--- src/rtl/spi_master_multi.sv ---
// Byte-wide SPI master on the CPU I/O bus.
// Supports NUM_CS software chip selects, all four CPOL/CPHA modes,
// MSB/LSB-first order and a runtime half-period divider.
module spi_master_multi #(
   parameter int               NUM_CS    = 4,
   parameter int               DIV_W     = 8,
   parameter logic [DIV_W-1:0] DIV_RESET = 3
) (
   input  logic              clk,
   input  logic              reset,
   input  logic              cs,
   input  logic              we,
   input  logic [2:0]        addr,
   input  logic [7:0]        din,
   output logic [7:0]        dout,
   output logic              irq,
   output logic              spi_mosi,
   input  logic              spi_miso,
   output logic              spi_sclk,
   output logic [NUM_CS-1:0] spi_cs_n
);
   typedef enum logic {IDLE, SHIFT} state_t;

   localparam logic [2:0] A_DATA   = 3'd0;
   localparam logic [2:0] A_STATUS = 3'd1;
   localparam logic [2:0] A_CTRL   = 3'd2;
   localparam logic [2:0] A_DIV    = 3'd3;
   localparam logic [2:0] A_CSREG  = 3'd4;

   state_t             state, state_nx;
   logic [3:0]         ctrl;          // {irq_en, lsb_first, cpha, cpol}
   logic [DIV_W-1:0]   div, w_div, cnt;
   logic [NUM_CS-1:0]  csreg;
   logic [7:0]         rx, tx_sh, rx_sh, rx_shin;
   logic [3:0]         edge_cnt;      // sclk edges already produced, 0..15
   logic               done, busy, w_cpha, w_lsb, sclk_r, mosi_r;
   logic               wr, rd_data, start, wrap, last, drive_edge, sample_edge;
   logic               tx_bit;

   // Shift one position toward the bit that goes out next.
   function automatic logic [7:0] shl(input logic [7:0] x, input logic lsb);
      return lsb ? {1'b0, x[7:1]} : {x[6:0], 1'b0};
   endfunction

   assign wr      = cs & we;
   assign rd_data = cs & ~we & (addr == A_DATA);
   assign busy    = (state == SHIFT);
   assign tx_bit  = w_lsb ? tx_sh[0] : tx_sh[7];
   assign rx_shin = w_lsb ? {spi_miso, rx_sh[7:1]} : {rx_sh[6:0], spi_miso};

   // Edge number is edge_cnt+1, so an odd edge has edge_cnt[0]==0.
   // CPHA=0 samples odd / drives even (2..14); CPHA=1 drives odd / samples even.
   assign sample_edge = wrap & (w_cpha ? edge_cnt[0] : ~edge_cnt[0]);
   assign drive_edge  = wrap & ~last & (w_cpha ? ~edge_cnt[0] : edge_cnt[0]);

   // Next-state logic and transfer strobes.
   always_comb begin
      state_nx = state;
      start    = 1'b0;
      wrap     = 1'b0;
      last     = 1'b0;
      case (state)
         IDLE: begin
            if (wr && addr == A_DATA) begin
               start    = 1'b1;
               state_nx = SHIFT;
            end
         end
         SHIFT: begin
            wrap = (cnt == w_div);
            last = wrap && (edge_cnt == 4'd15);
            if (last) state_nx = IDLE;
         end
         default: state_nx = IDLE;
      endcase
   end

   // Software-visible configuration registers; writable at any time.
   always_ff @(posedge clk or posedge reset) begin
      if (reset) begin
         ctrl  <= '0;
         div   <= DIV_RESET;
         csreg <= '0;
      end else if (wr) begin
         case (addr)
            A_CTRL:  ctrl  <= din[3:0];
            A_DIV:   div   <= DIV_W'(din);
            A_CSREG: csreg <= din[NUM_CS-1:0];
            default: ;
         endcase
      end
   end

   // State register, shift engine, RX capture and done flag.
   always_ff @(posedge clk or posedge reset) begin
      if (reset) begin
         state    <= IDLE;
         w_div    <= '0;
         w_cpha   <= 1'b0;
         w_lsb    <= 1'b0;
         cnt      <= '0;
         edge_cnt <= '0;
         sclk_r   <= 1'b0;
         mosi_r   <= 1'b0;
         tx_sh    <= '0;
         rx_sh    <= '0;
         rx       <= '0;
         done     <= 1'b0;
      end else begin
         state <= state_nx;
         // Completion wins over a same-cycle DATA read so it is never lost.
         if (last)                  done <= 1'b1;
         else if (start || rd_data) done <= 1'b0;
         if (start) begin
            // Working copies freeze the mode for the whole transfer;
            // sclk_r starts at the latched CPOL.
            w_div    <= div;
            w_cpha   <= ctrl[1];
            w_lsb    <= ctrl[2];
            cnt      <= '0;
            edge_cnt <= '0;
            sclk_r   <= ctrl[0];
            rx_sh    <= '0;
            if (!ctrl[1]) begin
               mosi_r <= ctrl[2] ? din[0] : din[7];
               tx_sh  <= shl(din, ctrl[2]);
            end else begin
               tx_sh  <= din;
            end
         end else if (busy) begin
            if (wrap) begin
               cnt      <= '0;
               sclk_r   <= ~sclk_r;
               edge_cnt <= edge_cnt + 4'd1;
               if (sample_edge) rx_sh <= rx_shin;
               if (drive_edge) begin
                  mosi_r <= tx_bit;
                  tx_sh  <= shl(tx_sh, w_lsb);
               end
               // CPHA=1 takes its final sample on edge 16 itself.
               if (last) rx <= w_cpha ? rx_shin : rx_sh;
            end else begin
               cnt <= cnt + 1'b1;
            end
         end
      end
   end

   // Register read mux, combinational on addr.
   always_comb begin
      dout = 8'h00;
      case (addr)
         A_DATA:   dout = rx;
         A_STATUS: dout = {6'b0, done, busy};
         A_CTRL:   dout = {4'b0, ctrl};
         A_DIV:    dout = 8'(div);
         A_CSREG:  dout = 8'(csreg);
         default:  dout = 8'h00;
      endcase
   end

   // Idle sclk tracks the live CPOL so a CTRL write shows up right away.
   assign spi_sclk = busy ? sclk_r : ctrl[0];
   assign spi_mosi = mosi_r;
   assign spi_cs_n = ~csreg;
   assign irq      = done & ctrl[3];

endmodule
--- config.mk ---
export PLATFORM = sky130hd
export DESIGN_NAME = spi_master_multi
export DESIGN_NICKNAME = d
export VERILOG_FILES = /design/src/rtl/spi_master_multi.sv
export SDC_FILE = /design/constraint.sdc
export NUM_CORES = 1
export LEC_CHECK = 0
export ABC_AREA = 1
export BUFFER_PORTS_ARGS = -buffer_cell sky130_fd_sc_hd__buf_2
export CAP_MARGIN = 20
export CORE_MARGIN = 5
export CORE_UTILIZATION = 54
export CTS_CLUSTER_DIAMETER = 40
export CTS_CLUSTER_SIZE = 12
export DETAILED_ROUTE_END_ITERATION = 8
export HOLD_SLACK_MARGIN = 0.1
export MAX_ROUTING_LAYER = met4
export PLACE_DENSITY = 0.76
export REMOVE_ABC_BUFFERS = 1
export SYNTH_ARGS = -nofsm -noshare
export SYNTH_HDL_FRONTEND = slang
export SYNTH_SLANG_ARGS = --single-unit
export TNS_END_PERCENT = 100
--- constraint.sdc ---
create_clock -name clk -period 2.15 [get_ports clk]
set_input_delay 0.43 -clock clk [delete_from_list [all_inputs] [get_ports clk]]
set_output_delay 0.43 -clock clk [all_outputs]
set_load 0.03 [all_outputs]
# --- Word-level counts from Yosys, hierarchy flattened ---
# Cells that the tools add are included.
word_totals:
  reg_bits: 66
  inputBits: 16
  output_inout_bits: 15
  elab_cells: 96
op_classes:
  addsub: 2
  eq_ne: 7
  n_mux: 41
  n_bitwise: 14
  reduce_logical: 17
ops:
  columns: ["cell", "count"]
  rows:
  - ["$mux W8", 16]
  - ["$pmux W8 S5", 1]
  - ["$mux W1", 20]
  - ["$mux W4", 3]
  - ["$reduce_bool A2 Y1", 5]
  - ["$add A8 B1 Y8 const B", 1]
  - ["$eq A8 B8 Y1", 1]
  - ["$reduce_and A2 Y1", 4]
  - ["$reduce_and A4 Y1", 2]
  - ["$and A1 B1 Y1", 7]
  - ["$eq A3 B2 Y1 const B", 2]
  - ["$not A1 Y1", 6]
  - ["$reduce_and A3 Y1", 2]
  - ["$add A4 B1 Y4 const B", 1]
  - ["$eq A4 B4 Y1 const B", 1]
  - ["$not A4 Y4", 1]
  - ["$eq A3 B1 Y1 const B", 1]
  - ["$eq A3 B3 Y1 const B", 1]
  - ["$logic_not A3 Y1", 1]
  - ["$logic_and A1 B1 Y1", 2]
  - ["$ne A2 B2 Y1 const B", 1]
  - ["$pmux W1 S2", 1]
  - ["$logic_or A1 B1 Y1", 1]

# --- Longest topological paths before layout ---
logic_depth:
  word_depth: 10
  ltp_mapped: 11
  depth_no_buf: 11

# --- Worst setup path after synthesis ---
# No wires, ideal clock.
synth_path:
  path_type: "input -> output"
  start: "input port addr[2]"
  end: "output port dout[5]"
  t_arrival_ps: 1367
  required_ps: 1720
  setup_slack_ps: 353
  path_stages: 3
  n_path_buf: 0
  path_cell_list: "inv_1 > nand3_1 > o21ai_0"
synth_between:
  elab_chain_len: 2
  word_cells_on_any_way: 6
  cone_classes: "4 x eq/ne; 1 x mux; 1 x reduce/logical"
synth_lines:
  columns: ["element", "line_no", "rtl"]
  rows:
  - ["start, declared", "13", "input logic [2:0] addr,"]
  - ["$eq A3 B3 Y1 (tied with other cells)", "152", "case (addr)"]
  - ["$pmux W8 S5 *", "152", null]
  - ["end, declared", "15", "output logic [7:0] dout,"]
# Mark *: on every way between the ends. The rest lies on a longest branch, timed or not.

# --- Final worst setup path ---
layout_path:
  start: "register ctrl[1]"
  end: "output port dout[1]"
layout_between:
  elab_chain_len: 1
layout_lines:
  columns: ["element", "line_no", "rtl"]
  rows:
  - ["start, declared", "31", "logic [3:0] ctrl;"]
  - ["start signal, assigned", "86", "A_CTRL: ctrl <= din[3:0];"]
  - ["$pmux W8 S5", "152", null]
# Every way passes these cells.

==> results.md <==
* Status: finished clean
* Initial antenna violation count at 0
* Count leader, synth: nand2_1
* Gpl congestion at 0.906
* Min Tclk post-route at 1.96 ns
* Setup Crit Path Kind: reg2out
* Ant diodes at 0
* CTS Buf Count at 9
* Clock latency on the worst-skew pair at 0.35 ns
* Async set-reset flop share out of synthesis at 100%
* Worst Path Required at 1.72 ns
* Most frequent cells after synthesis: nand2_1, o21ai_0, inv_1
* Die Span X at 93.7 microns
* Post-DRT Antenna Nets at 0
* Nets@finish at 588
* Area contributors post-synth: dfrtp_1, nand2_1, o21ai_0
* CTS root buffer: clkbuf_8
* Resized Gates After CTS at 0
* Critical Path AT at 1.53 ns
* Setup WS post-layout at 0.188 ns
* Io pins at 31
* Hold_buf cts at 0
* Static leakage at 2.21 nW
* RSZ-0062 raised after global routing: false
* Compound-Gate Fraction of Synth Area at 13.2%
* Layout cells sized above 1 at 12.3%
* Rows at 30
* Largest net degree at the start of global routing at 67
* Iteration-0 DRC Markers at 204
* WL final at 9.25 mm
* P per Cell Area at 1050 mW/mm^2
* Die ar. at 0.00878 sq mm
* Flip-flop and latch area at 0.00165 sq mm
* Vias in the first global route at 3,404
* Max-cap violation count at 0
* CP Capture Type: primary output
* Slew @ Worst Pin at 0.478 ns
* Fin. Hold Viols at 0
* Vias per cell at 5.28
* Die Y at 93.7 microns
* VDD IR max at 0.528 mV
* Starting Density at 55.7%
* Setup TNS at 0 ns
* CP max FO at 17
* Layout area overhead at 12.7%
* Post-CTS Setup Bufs at 0
* Final non-filler cell total at 671
* Syn Std Cell Area at 0.00378 sq mm
* Gr ovfl total at 0
* PortBufs at 30
* Clock Pin Slew Worst Setup and Hold Paths at 0.07 ns
* Core outline area at 0.00679 sq mm
* GRT Total Usage at 23.6%
* Post-synth EDFFs at 0
* Total power at 0.00447 W
* CTS Buffer Depth at 2
* Area of the multi-input gates at 0.00178 sq mm
* # H-tree levels at 3
* Post-Synth Simple-Gate Area at 31.2%
* Num Clock Sinks at 66
* Ys flop type: dfrtp_1
* Largest family of logic cells by synthesized area: simple AND/OR/NAND/NOR gates
* Post-synthesis xor/xnor area fraction at 1.62%
* Number of fill cells in the layout at 603
* Maximum clock rate at 0.510 GHz
* # DRC at 0
* Skew final at 0.0119 ns
* Startpoint Class: register
* Synthesized-area fraction occupied by adder cells at 0.662%
* DR WL/cell at 13.8 microns
* Slew Viols, Final at 0
* Post-synthesis sequential area ratio at 43.7%
* Synth top area share at 42.4%
* Max_slew headroom at 68.1%
* HP Class: in2async
* Yosys cell types at 33
* Leading area contributor after synthesis: dfrtp_1
* Final cycle utilization of the critical path at 91.2%
* Syn_area_per_cell at 7.00 sq um
* Gate Count Post-Synth at 540
* Multiplexer area fraction after synthesis at 0.265%
* Ys Warns at 0
* CTS tree: done
* FF+latch count, synth at 66
* Cells after DPL at 655
* DR vias at 3,543
* Pre-CTS WS at 0.242 ns
* 1st-pass router iterations at 5
* Placed wire-length estimate at 6.67 mm
* First-pass GRT wire length at 16.2 mm
* Setup violations, final at 0
registers in the layout (all words and copies together) (netlist names), 4 cells and up:
name      flops
ctrl          4
w_div         8
cnt           8
div           8
rx            8
edge_cnt      4
csreg         4
tx_sh         8
rx_sh         8
cells by family after synthesis:
group                      after synthesis
AOI/OAI and AO/OA                       97
xor gates and xnor gates                 7
buffers and inverters                   89
adders and majority gates                2
and+or+nand+nor                        278
muxes                                    1
DFF                                     66
layer usage:
layer  vias up  GRT usage [%]  routed length [microns]  part of all wire, %
li1       1774              -                        -                    -
met1      1681           31.9                     4360                   47
met2        75           36.7                     4350                   47
met3        13           5.29                      455                  4.9
met4         0           5.42                       84                 0.91
met5         -              -                        0                    0
power by group:
group / internal (W) / leakage [nW] / switching, W
Clock: 0.000717 / 0.117 / 0.000486
Sequential: 0.00154 / 0.853 / 0.000267
Combinational: 0.000496 / 1.24 / 0.000963
Total: 0.00275 / 2.21 / 0.00172
per-stage QoR:
stage               instance area, sq um  hold WS [ns]  util (%)
floorplan                           3700         0.449         -
global placement                    4030         0.465      59.4
detailed placement                  4030         0.470      59.4
CTS                                 4260         0.156      62.7
global route                        4260         0.180      62.7
finish                              4260         0.153      62.7
cell usage in the layout, fill, tap and decap left out, types with 5 or more instances in the layout:
cell type and n:
nand2_1 201, o21ai_0 81, inv_1 65, dfrtp_1 64
buf_2 30, nand3_1 27, nor2_1 21, nand4_1 13
clkbuf_8 11, a21oi_1 8, xor2_1 6, buf_4 6
inv_2 5
cell type report:
cell class / count / share of cell area (%)
Tap cell: 96 / 2.82
Clock buffer: 12 / 3.64
Multi-Input combinational cell: 385 / 41.7
Clock inverter: 4 / 1.73
Sequential cell: 66 / 38.8
Inverter: 71 / 6.25
Timing Repair Buffer: 37 / 5.05
worst paths after layout:
check                      startpoint  slack (ns)  endpoint  cells after the start
max                           ctrl[1]        0.19   dout[1]                      5
min                             reset        0.15  rx_sh[3]                      3
max reg2reg                    cnt[2]        0.36  rx_sh[7]                      9
min reg2reg                    div[6]        0.49    div[6]                      2
max in group asynchronous       reset        1.67    div[0]                      3
min in group clk               din[5]        0.38    div[5]                      3
worst max-delay path: stages, from the launching register on:
cell	delay, ns
dfrtp_1	0.55
nand2_1	0.15
nand2_1	0.06
a21oi_1	0.11
o221ai_1	0.12
buf_2	0.19
No activity file was read; power rests on OpenSTA's default activity.
